--- src/rtl/rtc_multi_capture.sv ---
`timescale 1ns/1ps
// rtc_multi_capture: free-running time counter with per-channel edge capture,
// an Avalon-MM register file and a timed piezo burst sequencer.
// Optional feature macro: RTC_PRESCALER_EN (time_cnt ticks every PRESCALE
// clocks when defined, every clock otherwise).
//
// Burst FSM states:
//   state | meaning
//   IDLE  | piezo off, waiting for a start write with burst_cycles != 0
//   BURST | piezo on, down-counter running until it reaches 1 or an abort
module rtc_multi_capture #(
    parameter int NUM_CH   = 4,
    parameter int PRESCALE = 5
) (
    input  logic              clock,
    input  logic              reset,
    input  logic [NUM_CH-1:0] event_trigger,
    input  logic [15:0]       avalon_slave_address,
    input  logic              avalon_slave_write,
    input  logic [31:0]       avalon_slave_writedata,
    input  logic              avalon_slave_read,
    output logic [31:0]       avalon_slave_readdata,
    output logic              avalon_slave_waitrequest,
    output logic              piezo_enable,
    output logic              capture_irq
);

    typedef enum logic {IDLE = 1'b0, BURST = 1'b1} burst_state_t;

    generate
        if (NUM_CH < 1 || NUM_CH > 16 || PRESCALE < 1) begin : g_bad_param
            $error("rtc_multi_capture: NUM_CH must be 1..16 and PRESCALE >= 1");
        end
    endgenerate

    logic [7:0]        page;
    logic              wr_time, wr_arm, wr_burst, wr_bcyc, wr_mask;
    logic              wr_start, wr_abort;
    logic              tick;
    logic [31:0]       time_cnt;
    logic [NUM_CH-1:0] sync_a, sync_b, sync_prev, edge_det;
    logic [NUM_CH-1:0] armed, captured, irq_mask, arm_bits;
    logic [31:0]       capture [NUM_CH];
    logic [31:0]       burst_cycles, burst_cnt, start_ts;
    burst_state_t      state;
    logic              wait_flag;
    logic [31:0]       rd_mux;
    logic              unused_addr_bits;

    assign page     = avalon_slave_address[15:8];
    assign wr_time  = avalon_slave_write && (page == 8'h00);
    assign wr_arm   = avalon_slave_write && (page == 8'h02);
    assign wr_burst = avalon_slave_write && (page == 8'h03);
    assign wr_bcyc  = avalon_slave_write && (page == 8'h04);
    assign wr_mask  = avalon_slave_write && (page == 8'h07);
    assign wr_start = wr_burst && (avalon_slave_writedata != 32'd0);
    assign wr_abort = wr_burst && (avalon_slave_writedata == 32'd0);
    assign arm_bits = avalon_slave_writedata[NUM_CH-1:0] & {NUM_CH{wr_arm}};
    assign unused_addr_bits = ^avalon_slave_address[7:0];

`ifdef RTC_PRESCALER_EN
    localparam int PW = (PRESCALE > 1) ? $clog2(PRESCALE) : 1;
    localparam logic [PW-1:0] PRESC_RELOAD = PW'(PRESCALE - 1);
    logic [PW-1:0] presc_cnt;

    // Prescaler down-counter; the cleared state is a full period still to run.
    always_ff @(posedge clock or posedge reset) begin
        if (reset)
            presc_cnt <= PRESC_RELOAD;
        else if (wr_time || presc_cnt == '0)
            presc_cnt <= PRESC_RELOAD;
        else
            presc_cnt <= presc_cnt - 1'b1;
    end

    assign tick = (presc_cnt == '0);
`else
    assign tick = 1'b1;
`endif

    // Time counter: a bus write wins over a same-cycle tick.
    always_ff @(posedge clock or posedge reset) begin
        if (reset)
            time_cnt <= '0;
        else if (wr_time)
            time_cnt <= avalon_slave_writedata;
        else if (tick)
            time_cnt <= time_cnt + 32'd1;
    end

    // Two-flop synchroniser plus previous-value flop for rising-edge detection.
    always_ff @(posedge clock or posedge reset) begin
        if (reset) begin
            sync_a    <= '0;
            sync_b    <= '0;
            sync_prev <= '0;
        end else begin
            sync_a    <= event_trigger;
            sync_b    <= sync_a;
            sync_prev <= sync_b;
        end
    end

    assign edge_det = sync_b & ~sync_prev;

    // Per-channel arm/capture; an arm write masks a coincident edge.
    always_ff @(posedge clock or posedge reset) begin
        if (reset) begin
            armed    <= '0;
            captured <= '0;
            for (int n = 0; n < NUM_CH; n++) capture[n] <= '0;
        end else begin
            for (int n = 0; n < NUM_CH; n++) begin
                if (arm_bits[n]) begin
                    armed[n]    <= 1'b1;
                    captured[n] <= 1'b0;
                end else if (edge_det[n] && armed[n]) begin
                    capture[n]  <= time_cnt;
                    armed[n]    <= 1'b0;
                    captured[n] <= 1'b1;
                end
            end
        end
    end

    // Plain configuration registers.
    always_ff @(posedge clock or posedge reset) begin
        if (reset) begin
            irq_mask     <= '0;
            burst_cycles <= '0;
        end else begin
            if (wr_mask) irq_mask     <= avalon_slave_writedata[NUM_CH-1:0];
            if (wr_bcyc) burst_cycles <= avalon_slave_writedata;
        end
    end

    assign capture_irq = |(captured & irq_mask);

    // Burst sequencer; the down-counter is loaded only on entry, so later
    // burst_cycles writes do not disturb a running burst.
    always_ff @(posedge clock or posedge reset) begin
        if (reset) begin
            state        <= IDLE;
            burst_cnt    <= '0;
            start_ts     <= '0;
            piezo_enable <= 1'b0;
        end else begin
            case (state)
                IDLE: begin
                    if (wr_start && burst_cycles != 32'd0) begin
                        state        <= BURST;
                        burst_cnt    <= burst_cycles;
                        start_ts     <= time_cnt;
                        piezo_enable <= 1'b1;
                    end
                end
                BURST: begin
                    if (wr_abort || burst_cnt == 32'd1) begin
                        state        <= IDLE;
                        piezo_enable <= 1'b0;
                    end else begin
                        burst_cnt <= burst_cnt - 32'd1;
                    end
                end
                default: begin
                    state        <= IDLE;
                    piezo_enable <= 1'b0;
                end
            endcase
        end
    end

    // Read decode; write-only and unmapped pages read back as 0xDEADBEEF.
    always_comb begin
        rd_mux = 32'hDEAD_BEEF;
        case (page)
            8'h00: rd_mux = time_cnt;
            8'h01: rd_mux = 32'(captured);
            8'h04: rd_mux = burst_cycles;
            8'h05: rd_mux = start_ts;
            8'h06: rd_mux = {16'(armed), 15'd0, (state == BURST)};
            8'h07: rd_mux = 32'(irq_mask);
            default: begin
                for (int n = 0; n < NUM_CH; n++)
                    if (page == 8'(8'h10 + n)) rd_mux = capture[n];
            end
        endcase
    end

    assign avalon_slave_waitrequest = avalon_slave_read && wait_flag;

    // One-wait-state read: register data while stalled, re-arm once read drops.
    always_ff @(posedge clock or posedge reset) begin
        if (reset) begin
            avalon_slave_readdata <= '0;
            wait_flag             <= 1'b1;
        end else if (avalon_slave_read && wait_flag) begin
            avalon_slave_readdata <= rd_mux;
            wait_flag             <= 1'b0;
        end else if (!avalon_slave_read) begin
            wait_flag <= 1'b1;
        end
    end

endmodule

--- config.mk ---
export PLATFORM = sky130hd
export DESIGN_NAME = rtc_multi_capture
export DESIGN_NICKNAME = d
export VERILOG_FILES = /design/src/rtl/rtc_multi_capture.sv
export SDC_FILE = /design/constraint.sdc
export NUM_CORES = 1
export LEC_CHECK = 0
export ABC_AREA = 0
export CAP_MARGIN = 10
export CORE_ASPECT_RATIO = 2
export CORE_MARGIN = 2
export CORE_UTILIZATION = 40
export CTS_BUF_LIST = sky130_fd_sc_hd__clkbuf_4
export DETAILED_ROUTE_END_ITERATION = 16
export GPL_TIMING_DRIVEN = 0
export PLACE_DENSITY = 0.55
export SYNTH_ARGS = -nofsm -noshare
export SYNTH_HDL_FRONTEND = slang
export SYNTH_SLANG_ARGS = --single-unit
--- constraint.sdc ---
create_clock -name clock -period 30.8 [get_ports clock]
set_clock_uncertainty 0.2 [all_clocks]
set_input_delay 6.16 -clock clock [delete_from_list [all_inputs] [get_ports clock]]
set_output_delay 6.16 -clock clock [all_outputs]
set_load 0.05 [all_outputs]
==> qor.txt <==
met3 wire len: 2.09 mm
setup repair bufs after CTS: 0
WP data required: 24.44 ns
post-cts sizing count: 0
fmax: 0.0673 GHz
crit path DAT: 8.50 ns
Sequential Area: 0.00788 mm²
yosys synthesis warning count: 0
clk buf depth: 3
Hold Violations, Final: 0
total track usage: 26.2%
fin crit share: 48.2%
Die H: 278 µm
status: finished, final reports clean
vias in the first global route: 12400
TritonCTS Buffers: 76
multi-input logic area: 0.00659 mm²
WL met2: 27.0 mm
Core ar.: 0.0372 mm²
CTS tree: built
relative slew slack: 15.2%
1st-pass router iterations: 5
Final GP Congestion: 0.941
hold_buf cts: 0
top_reg_cell synth: dfrtp_1
pin count of the biggest net entering global routing: 121
maxcap violations: 0
critical path launch point type: input port
Buffers on Ports: 81
Syn Nets: 1415
Yosys reg bits: 315
DR iter-0 viols: 721
Power Dens Cells: 57.1 mW/mm²
Mapped Cells: 1356
grt total ovfl: 0
final instance count without filler cells: 2026
TritonCTS Sinks: 315
Detailed Route WL: 50.5 mm
DP Worst Slack: 16.00 ns
Peak VDD IR: 0.0252 mV
Max Slew Vio Count: 0
Row Count: 100
Layout Area Growth over Synthesis: 15.9%
total number of vias: 11800
CP endpoint kind: primary output
Clk Tree Root Cell: clkbuf_4
Fin Setup TNS: 0 ns
Residual DRC: 0
layout cells sized above 1: 23.1%
Post-Syn Area: 0.0150 mm²
Die Wd: 141 µm
# IOs: 91
vias per inst: 5.81
global-route wire length before repair: 76.1 mm
Nets: 1576
full die area: 0.0392 mm²
endpoints failing setup: 0
Final Power: 0.994 mW
syn_area_per_cell: 11.1 µm²
Leak: 7.90 nW
Final ANT Viol Nets: 0
WL met1: 17.9 mm
asr flop ratio synth: 100%
Max Fanout on Critical Path: 10
wire per inst: 24.9 µm
Crit Path Category: input port to primary output
Starting Density: 40.4%
unrepaired setup endpoints after global routing: false
worst min path class: flop to flop
H-tree depth: 3
initial antenna violation count: 1
min Tclk post-route: 14.86 ns
FILL cells: 3514
Seq/Total Area, Yosys: 52.5%
final setup margin: 15.94 ns
top sig layer: met4
total placed cells including tap cells: 1898
clock transition at the registers of the reported paths: 0.06 ns
Distinct cells, synth: 71
Worst-Margin Slew: 1.26 ns
number of synthesized flops with an enable pin: 0
worst skew pair latency: 0.77 ns
HPWL after DPL: 37.8 mm
==> stage by stage <==
stage | hold WS [ns] | utilization [%] | cell area, µm²
final | 0.147 | 46.9 | 17400
after CTS | 0.152 | 46.9 | 17400
after global routing | 0.153 | 46.9 | 17400
after floorplan | 0.131 | - | 15000
after detailed placement | 0.137 | 44.3 | 16500
after global placement | 0.135 | 44.2 | 16400
==> power by group <==
part | internal [mW] | total (mW) | switching [mW]
sequential | 0.453 | 0.491 | 0.0383
combinational | 0.0602 | 0.151 | 0.0910
clock | 0.178 | 0.352 | 0.174
==> layer usage <==
metal | GRT usage [%] | vias up
met4 | 17.0 | 0
met5 | 0 | -
met2 | 47.6 | 415
met1 | 27.4 | 5885
li1 | - | 5311
met3 | 4.58 | 169
==> placed cells by master (no fill, tap or decap), types with 17 or more instances in the layout <==
| cell type | synthesis | routed |
|---|---|---|
| a21oi_1 | 79 | 79 |
| a221oi_1 | 18 | 18 |
| a22oi_1 | 26 | 26 |
| a31oi_1 | 19 | 19 |
| buf_2 | 26 | 26 |
| clkbuf_1 | 69 | 69 |
| clkbuf_4 | 0 | 109 |
| clkdlybuf4s50_1 | 0 | 81 |
| dfrtp_1 | 314 | 314 |
| inv_1 | 26 | 25 |
| mux2_2 | 170 | 170 |
| mux4_2 | 17 | 17 |
| nand2_1 | 160 | 160 |
| nand3_1 | 26 | 26 |
| nor2_1 | 105 | 105 |
| nor4_1 | 20 | 20 |
| o21ai_0 | 18 | 18 |
| xor2_1 | 17 | 17 |
==> critical path, stage by stage <==
cell             delay, ns
clkdlybuf4s50_1       0.47
nand2_1               0.15
inv_1                 0.24
clkbuf_1              0.54
clkdlybuf4s50_1       0.93
==> layout make-up <==
| type | count | share of cell area, % |
|---|---|---|
| inverters | 27 | 0.625 |
| clock inverters | 18 | 0.704 |
| clock buffers | 109 | 4.70 |
| diodes | 1 | 0.0144 |
| repair buffers | 83 | 4.97 |
| flip-flops and latches | 315 | 45.3 |
| multi-input cells | 908 | 37.8 |
| well taps | 459 | 3.30 |
| plain buffers | 106 | 2.60 |
==> final timing paths <==
kind | slack, ns | cells past startpoint | end | from
max | 15.94 | 5 | avalon_slave_waitrequest | avalon_slave_read
min | 0.15 | 0 | sync_b[2] | sync_a[2]
max reg2reg | 27.55 | 7 | burst_cnt[16] | burst_cnt[14]
min reg2reg | 0.15 | 0 | sync_b[2] | sync_a[2]
max in group asynchronous | 23.12 | 4 | capture[72] | reset
min in group asynchronous | 5.71 | 2 | burst_cycles[28] | reset
==> sequential cells by signal, indices dropped and copies added, names as in the netlist, 4 cells and up <==
register               flops
burst_cnt                 32
time_cnt                  32
burst_cycles              32
irq_mask                   4
capture                  128
avalon_slave_readdata     32
start_ts                  32
sync_b                     4
sync_prev                  4
captured                   4
sync_a                     4
armed                      4
==> cell families (layout without fill, tap and decap cells) <==
logic type	after synthesis	count (layout)	synth area share, %
simple gates	404	404	12.7
flops	315	315	52.5
compound gates	266	266	12.6
mux	206	206	16.6
buf+inv	133	343	3.69
xor+xnor	29	29	1.69
fa+ha+maj	3	3	0.250
other cells	0	1	0
==> cell usage after synthesis (all sizes together) (3+ instances only) <==
| cell type | number | area share [%] |
|---|---|---|
| a221oi | 18 | 1.0 |
| a21oi | 81 | 2.7 |
| nor3 | 17 | 0.63 |
| and3 | 7 | 0.29 |
| nand3 | 28 | 1.0 |
| clkbuf | 69 | 1.7 |
| o31ai | 11 | 0.55 |
| nor2b | 6 | 0.25 |
| xnor2 | 12 | 0.70 |
| a31oi | 19 | 0.79 |
| xor2 | 17 | 0.99 |
| o211ai | 4 | 0.23 |
| and4 | 7 | 0.41 |
| mux2 | 175 | 13 |
| nor2 | 108 | 2.8 |
| o221ai | 12 | 0.70 |
| mux4 | 17 | 2.5 |
| nand2b | 5 | 0.21 |
| o21ai | 19 | 0.63 |
| a221o | 12 | 0.80 |
| buf | 37 | 1.3 |
| a22o | 6 | 0.35 |
| a22oi | 26 | 1.3 |
| o22ai | 15 | 0.62 |
| mux2i | 14 | 0.93 |
| nand2 | 160 | 4.0 |
| inv | 27 | 0.67 |
| or2 | 3 | 0.12 |
| a222oi | 6 | 0.40 |
| a21o | 8 | 0.40 |
| nand3b | 6 | 0.30 |
| nor4 | 22 | 1.0 |
| a211o | 3 | 0.17 |
| o32ai | 5 | 0.29 |
| ha | 3 | 0.25 |
| or4 | 8 | 0.45 |
| o22a | 4 | 0.23 |
| or3 | 7 | 0.29 |
| nand4 | 14 | 0.58 |
| dfrtp | 314 | 52 |
| o2bb2a | 4 | 0.53 |
No activity file was read; power rests on OpenSTA's default activity.
